### src/rtl/mips_pkg.sv
// Shared MIPS pipeline definitions: NOP encoding, default reset PC,
// the fetch FSM state encoding and the word+PC bundle used by IF/ID.
package mips_pkg;

  localparam logic [31:0] NOP_INSTR            = 32'h0000_0000;
  localparam logic [31:0] DEFAULT_RESET_PC     = 32'h0040_0000;
  localparam logic [31:0] DEFAULT_PC_INCREMENT = 32'd4;

  typedef enum logic [1:0] {
    ST_IDLE = 2'd0,
    ST_REQ  = 2'd1,
    ST_HOLD = 2'd2
  } fetch_state_e;

  // One fetched instruction together with its sequential successor PC.
  typedef struct packed {
    logic [31:0] pc_plus_4;
    logic [31:0] instr;
  } fetch_word_t;

endpackage

### src/rtl/fetch_skid_buffer.sv
// One-entry skid buffer that lets fetch run one word ahead while decode
// is stalled. Only instantiated when FETCH_SKID_BUF_EN is defined.
module fetch_skid_buffer
  import mips_pkg::*;
(
  input  logic        clk,
  input  logic        rst_n,
  input  logic        push_i,
  input  logic        pop_i,
  input  logic        flush_i,
  input  fetch_word_t data_i,
  output logic        full_o,
  output fetch_word_t data_o
);

  logic        full_q;
  fetch_word_t data_q;

  // Single entry: flush beats push, push beats pop.
  // NOTE: the data entry is reset as well as the full flag, so a discarded
  // wrong-path word can never be observed after reset or redirect.
  always_ff @(posedge clk or negedge rst_n) begin
    if (!rst_n) begin
      full_q <= 1'b0;
      data_q <= '0;
    end else if (flush_i) begin
      full_q <= 1'b0;
      data_q <= '0;
    end else if (push_i) begin
      full_q <= 1'b1;
      data_q <= data_i;
    end else if (pop_i) begin
      full_q <= 1'b0;
    end
  end

  assign full_o = full_q;
  assign data_o = data_q;

endmodule

### src/rtl/instr_fetch_stage.sv
// MIPS instruction fetch stage: PC register, instruction-memory request
// handshake, IF/ID pipeline register, stall/flush/redirect handling.
// Optional build macro FETCH_SKID_BUF_EN keeps fetching one word ahead
// during a stall through fetch_skid_buffer; the IF/ID sequence is the same.
module instr_fetch_stage
  import mips_pkg::*;
#(
  parameter logic [31:0] RESET_PC     = DEFAULT_RESET_PC,
  parameter logic [31:0] PC_INCREMENT = DEFAULT_PC_INCREMENT
) (
  input  logic        clk,
  input  logic        reset,
  output logic        imem_req,
  output logic [31:0] imem_addr,
  input  logic        imem_ack,
  input  logic [31:0] imem_rdata,
  input  logic        stall,
  input  logic        flush,
  input  logic        redirect_valid,
  input  logic [31:0] redirect_pc,
  output logic [31:0] if_id_pc_plus_4,
  output logic [31:0] if_id_instruction,
  output logic        if_id_valid
);

  fetch_state_e state_q, state_d;
  logic [31:0]  pc_q, pc_d;
  logic [31:0]  stale_addr_q, stale_addr_d;
  logic         discard_q, discard_d;
  fetch_word_t  held_q, held_d;
  fetch_word_t  if_id_q, if_id_d;
  logic         if_id_valid_q, if_id_valid_d;

  logic         ack_fire;
  logic         block;
  logic [31:0]  pc_inc;
  fetch_word_t  fetched;

`ifdef FETCH_SKID_BUF_EN
  logic         skid_push, skid_pop, skid_flush, skid_full;
  fetch_word_t  skid_data;

  fetch_skid_buffer u_skid (
    .clk     (clk),
    .rst_n   (reset),
    .push_i  (skid_push),
    .pop_i   (skid_pop),
    .flush_i (skid_flush),
    .data_i  (fetched),
    .full_o  (skid_full),
    .data_o  (skid_data)
  );

  // In HOLD the next word is still requested until the skid entry is used.
  assign imem_req = (state_q == ST_REQ) || ((state_q == ST_HOLD) && !skid_full);
`else
  assign imem_req = (state_q == ST_REQ);
`endif

  // While a wrong-path request is still outstanding its address is kept
  // on the bus so the memory sees a stable request until it acks.
  assign imem_addr = discard_q ? stale_addr_q : pc_q;
  assign ack_fire  = imem_req && imem_ack;
  // Flush also blocks delivery: a word arriving under flush is parked, not lost.
  assign block     = stall || flush;
  assign pc_inc    = pc_q + PC_INCREMENT;
  assign fetched   = '{pc_plus_4: pc_inc, instr: imem_rdata};

  // Next-state logic: redirect > flush > stall > normal fetch.
  always_comb begin
    // NOTE: every signal gets a default first so no path leaves one
    // unassigned, which would otherwise infer a latch.
    state_d       = state_q;
    pc_d          = pc_q;
    discard_d     = discard_q;
    stale_addr_d  = stale_addr_q;
    held_d        = held_q;
    if_id_d       = if_id_q;
    if_id_valid_d = if_id_valid_q;
`ifdef FETCH_SKID_BUF_EN
    skid_push     = 1'b0;
    skid_pop      = 1'b0;
    skid_flush    = 1'b0;
`endif

    // Decode sees a bubble unless it is stalled or a word is delivered below.
    if (flush || !stall) begin
      if_id_d.instr = NOP_INSTR;
      if_id_valid_d = 1'b0;
    end

    if (redirect_valid) begin
      pc_d         = redirect_pc;
      discard_d    = imem_req && !imem_ack;
      stale_addr_d = imem_addr;
      held_d       = '0;
      state_d      = ST_REQ;
`ifdef FETCH_SKID_BUF_EN
      skid_flush   = 1'b1;
`endif
    end else begin
      unique case (state_q)
        ST_IDLE: state_d = ST_REQ;
        ST_REQ: begin
          if (ack_fire) begin
            if (discard_q) begin
              discard_d = 1'b0;
            end else begin
              pc_d = pc_inc;
              if (block) begin
                held_d  = fetched;
                state_d = ST_HOLD;
              end else begin
                if_id_d       = fetched;
                if_id_valid_d = 1'b1;
              end
            end
          end
        end
        ST_HOLD: begin
`ifdef FETCH_SKID_BUF_EN
          if (ack_fire) pc_d = pc_inc;
          if (!block) begin
            if_id_d       = held_q;
            if_id_valid_d = 1'b1;
            if (skid_full) begin
              held_d   = skid_data;
              skid_pop = 1'b1;
            end else if (ack_fire) begin
              held_d = fetched;
            end else begin
              state_d = ST_REQ;
            end
          end else if (ack_fire) begin
            skid_push = 1'b1;
          end
`else
          if (!block) begin
            if_id_d       = held_q;
            if_id_valid_d = 1'b1;
            state_d       = ST_REQ;
          end
`endif
        end
        default: state_d = ST_IDLE;
      endcase
    end
  end

  // State registers; reset drops any in-flight request immediately.
  // NOTE: sequential state uses non-blocking assignments only, so every
  // register samples the pre-edge values regardless of statement order.
  always_ff @(posedge clk or negedge reset) begin
    if (!reset) begin
      state_q       <= ST_IDLE;
      pc_q          <= RESET_PC;
      discard_q     <= 1'b0;
      stale_addr_q  <= '0;
      held_q        <= '0;
      if_id_q       <= '0;
      if_id_valid_q <= 1'b0;
    end else begin
      state_q       <= state_d;
      pc_q          <= pc_d;
      discard_q     <= discard_d;
      stale_addr_q  <= stale_addr_d;
      held_q        <= held_d;
      if_id_q       <= if_id_d;
      if_id_valid_q <= if_id_valid_d;
    end
  end

  assign if_id_pc_plus_4   = if_id_q.pc_plus_4;
  assign if_id_instruction = if_id_q.instr;
  assign if_id_valid       = if_id_valid_q;

endmodule

### config.mk
export PLATFORM = sky130hd
export DESIGN_NAME = instr_fetch_stage
export DESIGN_NICKNAME = d
export VERILOG_FILES = /design/src/rtl/mips_pkg.sv /design/src/rtl/fetch_skid_buffer.sv /design/src/rtl/instr_fetch_stage.sv
export SDC_FILE = /design/constraint.sdc
export NUM_CORES = 1
export LEC_CHECK = 0
export CAP_MARGIN = 20
export CORE_MARGIN = 2
export CORE_UTILIZATION = 53
export DETAILED_ROUTE_END_ITERATION = 8
export GPL_TIMING_DRIVEN = 0
export PLACE_DENSITY = 0.88
export SKIP_LAST_GASP = 1
export SYNTH_ARGS = -nofsm -noshare
export SYNTH_HDL_FRONTEND = slang
export SYNTH_HIERARCHICAL = 1
export SYNTH_SLANG_ARGS = --single-unit
### constraint.sdc
create_clock -name clk -period 2.3 [get_ports clk]
set_input_delay 0.46 -clock clk [delete_from_list [all_inputs] [get_ports clk]]
set_output_delay 0.46 -clock clk [all_outputs]
set_load 0.02 [all_outputs]
==> flow_metrics.py, run 1 <==
metrics = {
    "clock_network": {
        "clock-sinks": 196,
        "cts.clk_slew.worst_paths_ns": 0.07,
        "htreeDepth": 4,
        "root_buffer": "clkbuf_16",
        "cts_tree": "yes",
        "cts_buffer_depth": 2,
        "clk_latency_ns": 0.44,
        "numCtsBuffers": 17,
    },
    "finish": {
        "area_delta_synth_final_pct": 30.1,
        "drive_gt1_share_pct": 16.9,
        "nFillCells": 1185,
        "final_common_cell": "nand2_1",
        "fin_nets": 1227,
        "layout_common_cells": "nand2_1 (198), dfrtp_1 (194), clkdlybuf4s50_1 (132)",
        "n_antenna_cell": 0,
        "stdcell_area_um2": 12100,
    },
    "routing": {
        "drt_iter0_markers": 675,
        "routedWlPerCell_um": 19.0,
        "vias": 8279,
        "drc": 0,
        "drtAntennaViolNets": 0,
        "routed_wl_um": 26400,
        "dr.pass1.iters": 5,
        "avgViaCountPerCell": 5.96,
    },
    "die": {
        "die_y_um": 137,
        "core_area_um2": 17200,
        "die_w_um": 137,
        "start_util_pct": 54.1,
        "fp-row-count": 48,
        "boundaryPins": 168,
        "die_area_um2": 18700,
    },
    "synthesis": {
        "synthCells": 956,
        "synthArstFlopShare_pct": 100,
        "synth_area_leaders": "dfrtp_1 (52%), nand2_1 (8.0%), mux2_2 (7.5%)",
        "synth_nets": 1032,
        "yosysSeqAreaShare_pct": 52.6,
        "synth_edf_count": 0,
        "synth_top_area_share_pct": 52.3,
        "yosysTopAreaCell": "dfrtp_1",
        "syn_avg_cell_area_um2": 9.76,
        "yosys.cell_types.count": 48,
        "syn_area_um2": 9330,
        "ys.warnings.count": 6,
        "synth-seq-cells": 196,
        "synthFlopType": "dfrtp_1",
    },
    "timing": {
        "setup_viol": 1,
        "rsz0062_at_grt": "true",
        "fin_crit_sh_pct": 100,
        "holdWs_ns": 0.00772,
        "hold_viol": 0,
        "finalCriticalPeriod_ns": 2.31,
        "fmax_mhz": 433,
        "setup_tns_ns": -0.0112,
        "relSlewSlack_pct": 50.3,
        "skew_ns": 0.0116,
        "slew_violations": 0,
        "worst_pin_slew_ns": 0.746,
        "fin_ws_ns": -0.0112,
    },
    "place": {
        "dp_slack_ns": -0.788,
        "port_buffers": 166,
        "post_dp_cell_area_um2": 11300,
        "dp_hpwl_um": 17800,
        "gp_congestion": 0.894,
    },
    "global_routing": {
        "grt_usage_pct": 28.9,
        "grt_pass1_vias": 8166,
        "grt_max_degree": 110,
        "antenna_found_initial": 0,
        "grt_pass1_wl_um": 41600,
        "grt.overflow.total": 0,
    },
    "run": {
        "drv_cap": 0,
    },
    "run_status": {
        "violations": "negative setup slack",
        "status": "finished with violations",
    },
    "power_and_ir_drop": {
        "ir_drop_mv": 0.674,
        "finalPower_mw": 12.4,
        "power.density_nw_per_um2": 1020,
        "cellLeakagePower_nw": 5.02,
    },
    "critical_path": {
        "cp-start-kind": "flip-flop",
        "critPathTopFamily": "simple AND/OR/NAND/NOR gates",
        "critPathMaxStageDelay_ns": 0.46,
        "path_max_fanout": 10,
        "required_ns": 2.63,
        "endpoint_kind": "flip-flop",
        "crit_chain": "ha_1, nand3_2, nor3_4, buf_4, nand3_1, xor2_1, a211oi_1",
        "cp_num_buf_inv": 1,
        "crit_slowest_cell": "dfrtp_1",
        "critical_path_class": "reg2reg",
        "arrival_ns": 2.64,
    },
    "hold_path": {
        "hp-class": "in2async",
    },
}
==> report_power, final <==
| part | switching (mW) | leakage [nW] | internal (mW) | total [mW] |
|---|---|---|---|---|
| Sequential | 0.538 | 2.58 | 4.24 | 4.78 |
| Clock | 1.31 | 0.293 | 1.77 | 3.08 |
| Combinational | 2.54 | 2.16 | 2.02 | 4.56 |
==> cell usage after synthesis (2+ instances only) <==
cell / number
a211oi_1: 28
a21oi_1: 41
a221o_1: 4
a22oi_1: 40
and2_1: 2
and4_1: 2
buf_1: 6
buf_2: 10
clkbuf_1: 58
clkbuf_2: 2
dfrtp_1: 195
ha_1: 6
inv_1: 8
mux2_2: 62
mux2i_1: 3
nand2_1: 199
nand2b_1: 2
nand3_1: 18
nand4_1: 13
nand4_2: 2
nor2_1: 62
nor2b_1: 2
nor3_1: 12
nor4_2: 2
o21ai_0: 80
o21ai_1: 4
o221ai_1: 15
or3_1: 2
or4b_1: 2
xnor2_1: 28
xor2_1: 29
==> kinds of logic after synthesis <==
kind of cell             Yosys count  share of synthesized area (%)
AO/OA/AOI/OAI                    216                           14.4
XOR/XNOR                          57                           5.35
buffers and inverters             84                           3.54
multiplexers                      65                           7.80
adder cells (fa/ha/maj)            6                          0.805
AND/OR/NAND/NOR                  332                           15.5
flip-flops                       196                           52.6
==> sequential cells by signal, indices dropped and copies added, names as in the netlist <==
register / flops
if_id_valid: 1
if_id_instruction: 32
pc_q: 32
stale_addr_q: 32
discard_q: 1
state_q: 2
if_id_pc_plus_4: 32
held_q: 64
==> final cells by class <==
type | count | area, um2 | share of cell area [%]
clock inverter | 11 | 150 | 1.24
sequential | 196 | 4910 | 40.4
clock buffer | 20 | 457 | 3.76
buffer | 75 | 442 | 3.64
multi-input combinational | 676 | 4200 | 34.6
tap | 225 | 282 | 2.32
timing repair buffer | 177 | 1670 | 13.8
inverter | 8 | 30.0 | 0.247
==> worst paths after layout <==
check / startpoint / end / slack, ns / cells after the start
setup / recovery: pc_q[2]$_DFFE_PN0P_ / held_q[58]$_DFFE_PN0P_ / -0.01 / 7
hold / removal: reset / stale_addr_q[13]$_DFFE_PN0P_ / 0.008 / 1
setup reg to reg: pc_q[2]$_DFFE_PN0P_ / held_q[58]$_DFFE_PN0P_ / -0.01 / 7
hold reg to reg: if_id_instruction[19]$_DFF_PN0_ / if_id_instruction[19]$_DFF_PN0_ / 0.48 / 2
max in group asynchronous: reset / discard_q$_DFFE_PN0P_ / 1.29 / 2
min in group clk: if_id_instruction[19]$_DFF_PN0_ / if_id_instruction[19]$_DFF_PN0_ / 0.48 / 2
==> layer usage <==
metal	global-route usage, %	share of wire, %	wire (um)
met5	0	0	0
met3	6.74	8.4	2210
met4	14.5	4.3	1140
met1	37.1	40	10500
met2	45.9	48	12600
==> repair_timing <==
item                                   4_1_cts  5_1_grt
endpoints found under the hold margin        0        0
cloned                                       1        0
gates resized for setup                    147       48
setup endpoints to repair                  171      144
buffers inserted                             6        3
hold buffers                                 0        0
pin swaps                                    3        1
==> per-stage QoR <==
step / cells / util [%]
after floorplan: 956 / -
after global placement: 1347 / 65.4
after detailed placement: 1348 / 65.6
after CTS: 1386 / 70.4
after global routing: 1388 / 70.4
final: 1388 / 70.4
No activity file was read; power rests on OpenSTA's default activity.
==> run 2, diff against run 1 <==
CORE_UTILIZATION = 55   (was 53)
CTS_CLUSTER_SIZE = 12   (was not set)
PLACE_DENSITY = 0.91   (was 0.88)
clock period = 2.7 ns   (was 2.3 ns; I/O delays follow)
==> run 2 against run 1 <==
  * The run now ends clean
  * First-iteration DRC count grew 5.9%
  * Critical path depth up 2
  * Combinational power decreased by 16%
  * Largest power group unchanged
  * Final area down 1.7%
  * Cell count decreased by 1.0%
  * Clock power fell by 22%
==> flow_metrics.py, run 2 (same netlist as run 1, synthesis figures left out) <==
metrics = {
    "run_status": {
        "status": "completed",
    },
    "global_routing": {
        "grt.overflow.total": 0,
        "grt_usage_pct": 29.4,
        "grt_max_degree": 124,
        "antenna_found_initial": 0,
        "grt_pass1_vias": 8021,
        "grt_pass1_wl_um": 41500,
    },
    "routing": {
        "dr.pass1.iters": 5,
        "drc": 0,
        "avgViaCountPerCell": 6.01,
        "drtAntennaViolNets": 0,
        "drt_iter0_markers": 715,
        "routed_wl_um": 26500,
        "routedWlPerCell_um": 19.3,
        "vias": 8260,
    },
    "timing": {
        "finalCriticalPeriod_ns": 2.64,
        "relSlewSlack_pct": 39.2,
        "setup_viol": 0,
        "fmax_mhz": 379,
        "fin_ws_ns": 0.0627,
        "worst_pin_slew_ns": 0.904,
        "fin_crit_sh_pct": 97.7,
        "slew_violations": 0,
        "rsz0062_at_grt": "true",
        "hold_viol": 0,
        "skew_ns": 0.00943,
    },
    "critical_path": {
        "r2r_slack_ns": 0.06,
        "path_max_fanout": 10,
        "rr_worst_depth": 9,
        "crit_chain": "inv_1, ha_2, nand3b_1, clkbuf_2, nor2_1, clkbuf_2, clkbuf_1, nand2_1, a21oi_1",
        "arrival_ns": 3.00,
        "endpoint_kind": "flip-flop",
        "crit_slowest_cell": "clkbuf_1",
        "required_ns": 3.06,
        "cp-start-kind": "flip-flop",
        "r2r-start": "state_q[1]$_DFFE_PN0P_",
        "critPathMaxStageDelay_ns": 0.45,
        "critical_path_class": "reg2reg",
        "r2r_end": "held_q[34]$_DFFE_PN0P_",
        "crit_path_frequent_cell": "clkbuf_2",
    },
    "clock_network": {
        "htreeDepth": 4,
        "clock-sinks": 196,
        "cts_buffer_depth": 2,
        "clk_latency_ns": 0.44,
        "numCtsBuffers": 17,
        "cts_tree": "yes",
        "postCtsSetupBuffers": 0,
        "cts.clk_slew.worst_paths_ns": 0.07,
        "cts.hold.buffers_added": 0,
        "root_buffer": "clkbuf_16",
    },
    "hold_path": {
        "hp-class": "in2async",
    },
    "die": {
        "die_y_um": 134,
        "die_w_um": 134,
        "core_area_um2": 16600,
        "fp-row-count": 47,
        "die_area_um2": 18000,
        "boundaryPins": 168,
        "start_util_pct": 56.3,
    },
    "power_and_ir_drop": {
        "finalPower_mw": 10.3,
        "cellLeakagePower_nw": 4.94,
        "power.density_nw_per_um2": 863,
        "ir_drop_mv": 0.591,
    },
    "finish": {
        "fin_util_pct": 72.0,
        "nFillCells": 1116,
        "final_common_cell": "nand2_1",
        "area_delta_synth_final_pct": 28.0,
        "largest_reg_flops": 64,
        "n_antenna_cell": 0,
        "fin_nets": 1218,
        "drive_gt1_share_pct": 11.9,
        "layout_common_cells": "nand2_1 (199), dfrtp_1 (195), clkdlybuf4s50_1 (140)",
        "multi_input_area_um2": 4120,
        "ff_latch_area_um2": 4910,
        "top_register": "held_q",
    },
    "place": {
        "dp_slack_ns": -0.400,
        "gp_congestion": 0.900,
        "port_buffers": 166,
        "dp_hpwl_um": 18100,
    },
    "run": {
        "drv_cap": 0,
    },
}
[run 2: cell types whose count changed in the layout (fill, tap and decap cells not counted), sizes merged]
cell           previous run  this run
buf                      44        14
dlymetal6s2s              1        11
clkdlybuf4s50           132       140
dlygate4sd2               6        14
clkdlybuf4s15             6         0
clkinv                    4         8
bufinv                    3         0
clkbuf                   83        85
clkinvlp                  2         0
[run 2: timing repair]
item | CTS | global route
gates resized for setup | 31 | 29
pin swaps | 0 | 0
cloned | 0 | 0
endpoints found under the setup margin | 99 | 117
endpoints found under the hold margin | 0 | 0
[run 2: layer usage]
metal	up-vias	track usage, %	share of wire (%)
li1	3691	-	-
met1	3996	37.2	38
met2	479	48.1	49
met3	94	6.92	9.3
met4	0	13.8	4.0
met5	-	0	0
[run 2: how the worst max path moves through the flow]
stage / start / endpoint / slack, ns
after floorplan: state_q[1]$_DFFE_PN0P_ / held_q[49]$_DFFE_PN0P_ / 0.44
after global placement: reset / if_id_instruction[16]$_DFF_PN0_ / -6.82
after detailed placement: imem_ack / held_q[48]$_DFFE_PN0P_ / -0.40
after CTS: discard_q$_DFFE_PN0P_ / imem_addr[29] / -0.009
after global routing: state_q[1]$_DFFE_PN0P_ / held_q[38]$_DFFE_PN0P_ / -0.04
final: state_q[1]$_DFFE_PN0P_ / held_q[34]$_DFFE_PN0P_ / 0.06
[run 2: critical path: cells and delay by family, from the launching register on]
kind	cells	cell delay (ns)
AND/OR/NAND/NOR	3	0.54
buffers and inverters	4	1.19
flip-flops	1	0.42
AO/OA/AOI/OAI	1	0.13
adder cells (fa/ha/maj)	1	0.27
[run 2: cell type report]
class                      instances  area share [%]
clock inverter                    10           0.608
sequential                       196            41.1
buffer                            76            2.94
multi-input combinational        676            34.5
timing repair buffer             167            14.3
tap                              220            2.31
inverter                           8           0.252
clock buffer                      21            4.02
[run 2: stage by stage]
| step | hold WS [ns] | cell area (um2) | cells | setup TNS, ns |
|---|---|---|---|---|
| 4_1_cts | 0.0699 | 11900 | 1374 | -0.0171 |
| 5_1_grt | 0.0869 | 11900 | 1374 | -0.109 |
| 2_1_floorplan | 0.244 | 9330 | 956 | 0 |
| 3_5_place_dp | 0.468 | 11300 | 1343 | -33.39 |
| 6_report | 0.0464 | 11900 | 1374 | 0 |
| 3_3_place_gp | 0.460 | 11300 | 1342 | -1359.52 |
[run 2: power by group]
group	switching, mW	internal (mW)	total (mW)
Combinational	2.14	1.67	3.81
Clock	1.13	1.28	2.41
Sequential	0.462	3.61	4.08
Total	3.74	6.56	10.3
==> run 3, diff against run 2 <==
CORE_UTILIZATION = 35   (was 55)
CTS_CLUSTER_SIZE = 14   (was 12)
PLACE_DENSITY = 0.65   (was 0.91)
==> run 3 against run 2 <==
  * The flow now finishes with violations (design-rule violations)
  * Cell count is 8.6% higher
  * Clock power increased by 11%
  * Sequential cell count unchanged
  * Largest cell class unchanged
  * Fmax is 4.7% higher
  * Non-clock buffer count unchanged
  * Critical path depth fell by 2
  * Final area grew 1.7%
==> flow_metrics.py, run 3 (same netlist as run 1, synthesis figures left out) <==
metrics = {
    "run_status": {
        "status": "finished with violations",
        "violations": "design-rule violations",
    },
    "global_routing": {
        "use_met1_pct": 26.5,
        "grt-busiest-layer": "met2",
        "grt_pass1_vias": 7553,
        "grt.overflow.total": 0,
        "grt_pass1_wl_um": 42100,
        "grt_usage_pct": 19.1,
        "antenna_found_initial": 2,
        "grt_max_degree": 115,
        "met3_usage_pct": 3.10,
        "grt_use_met2_pct": 30.2,
    },
    "die": {
        "core_area_um2": 26100,
        "boundaryPins": 168,
        "die_w_um": 167,
        "die_y_um": 167,
        "start_util_pct": 35.7,
        "fp-row-count": 59,
        "die_area_um2": 28000,
    },
    "place": {
        "dp_hpwl_um": 19100,
        "gp_congestion": 0.851,
        "dp.cells": 1458,
        "port_buffers": 166,
    },
    "timing": {
        "setup_viol": 0,
        "setup_tns_ns": 0,
        "slew_violations": 0,
        "relSlewSlack_pct": 41.0,
        "rsz0062_at_grt": "false",
        "worst_pin_slew_ns": 0.885,
        "fmax_mhz": 397,
        "hold_viol": 0,
        "fin_crit_sh_pct": 93.3,
        "skew_ns": 0.0132,
        "finalCriticalPeriod_ns": 2.52,
    },
    "finish": {
        "fin_nets": 1218,
        "largest_reg_flops": 64,
        "drive_gt1_share_pct": 11.8,
        "area_delta_synth_final_pct": 30.1,
        "final_common_cell": "nand2_1",
        "top_register": "held_q",
        "layout_common_cells": "nand2_1 (199), dfrtp_1 (195), clkdlybuf4s50_1 (140)",
        "final_cells": 1492,
    },
    "clock_network": {
        "root_buffer": "clkbuf_16",
        "cts.hold.buffers_added": 0,
        "numCtsBuffers": 17,
        "cts_buffer_depth": 2,
        "cts_tree": "yes",
        "postCtsSetupBuffers": 0,
        "clk_latency_ns": 0.44,
        "cts.clk_slew.worst_paths_ns": 0.08,
        "clock-sinks": 196,
        "htreeDepth": 4,
    },
    "critical_path": {
        "path_max_fanout": 8,
        "rr_worst_depth": 7,
        "r2r_slack_ns": 0.18,
        "critical_path_class": "reg2reg",
        "arrival_ns": 2.83,
        "r2r_end": "pc_q[23]$_DFFE_PN0P_",
        "r2r-start": "state_q[1]$_DFFE_PN0P_",
        "endpoint_kind": "flip-flop",
        "cp-start-kind": "flip-flop",
        "required_ns": 3.01,
    },
    "run": {
        "drv_cap": 0,
    },
    "power_and_ir_drop": {
        "finalPower_mw": 10.5,
        "power.density_nw_per_um2": 863,
        "ir_drop_mv": 0.394,
        "cellLeakagePower_nw": 4.93,
    },
    "routing": {
        "dr.pass1.iters": 7,
        "drt_iter0_markers": 709,
        "avgViaCountPerCell": 5.20,
        "drtAntennaViolNets": 0,
        "drc": 8,
        "routedWlPerCell_um": 17.8,
        "vias": 7752,
        "routed_wl_um": 26500,
    },
    "hold_path": {
        "hp-class": "in2async",
    },
}
-- run 3: changes by cell type in the layout (fill, tap and decap cells not counted), sizes merged --
| cell | delta |
|---|---|
| clkbuf | -8 |
| bufinv | +2 |
| diode | +2 |
| clkinvlp | +2 |
| inv | +5 |
| buf | +5 |
| clkinv | -5 |
-- run 3: critical path, cell delays in order, from the launching register on --
cell,delay (ns)
dfrtp_1,0.41
inv_1,0.12
ha_2,0.27
nand3b_1,0.22
nor4_2,0.58
or4b_1,0.56
xor2_1,0.17
o21ai_1,0.07
-- run 3: area by class of cell --
class,instances,area (um2)
repair buffers,167,1700
fillers,2539,14000
inverters,8,30.0
flip-flops and latches,196,4910
clock buffers,18,439
multi-input cells,676,4110
well taps,335,419
plain buffers,76,343
diodes,2,5.00
clock inverters,14,185
-- run 3: per-stage QoR --
step | instance area (um2) | util [%] | hold WS [ns] | setup slack, ns
3_5_place_dp | 11400 | 43.8 | 0.469 | -0.567
6_report | 12100 | 46.5 | 0.0680 | 0.181
2_1_floorplan | 9330 | - | 0.244 | 0.441
4_1_cts | 12100 | 46.2 | 0.0998 | -0.105
3_3_place_gp | 11400 | 43.7 | 0.463 | -7.28
5_1_grt | 12100 | 46.5 | 0.111 | 0.0204
-- run 3: how the worst max path moves through the flow --
| stage | from | endpoint | depth (start not counted) |
|---|---|---|---|
| 2_1_floorplan | state_q[1]$_DFFE_PN0P_ | held_q[49]$_DFFE_PN0P_ | 9 |
| 3_3_place_gp | reset | if_id_instruction[11]$_DFF_PN0_ | 1 |
| 3_5_place_dp | imem_ack | held_q[48]$_DFFE_PN0P_ | 8 |
| 4_1_cts | discard_q$_DFFE_PN0P_ | imem_addr[29] | 4 |
| 5_1_grt | state_q[1]$_DFFE_PN0P_ | held_q[35]$_DFFE_PN0P_ | 9 |
| 6_report | state_q[1]$_DFFE_PN0P_ | pc_q[23]$_DFFE_PN0P_ | 7 |
-- run 3: per-layer routing --
layer,vias to the layer above,wire [um]
met5,-,0
met2,232,12400
li1,3703,-
met4,0,703
met1,3779,12200
met3,38,1150
-- run 3: where the power goes --
part           internal [mW]  total (mW)  switching (mW)
Sequential              3.61        4.05           0.436
Combinational           1.66        3.75            2.09
Clock                   1.44        2.68            1.24
Total                   6.71        10.5            3.77
-- run 3: repair_timing --
item,4_1_cts,5_1_grt
setup endpoints to repair,99,122
cloned,0,0
gates resized for setup,29,31
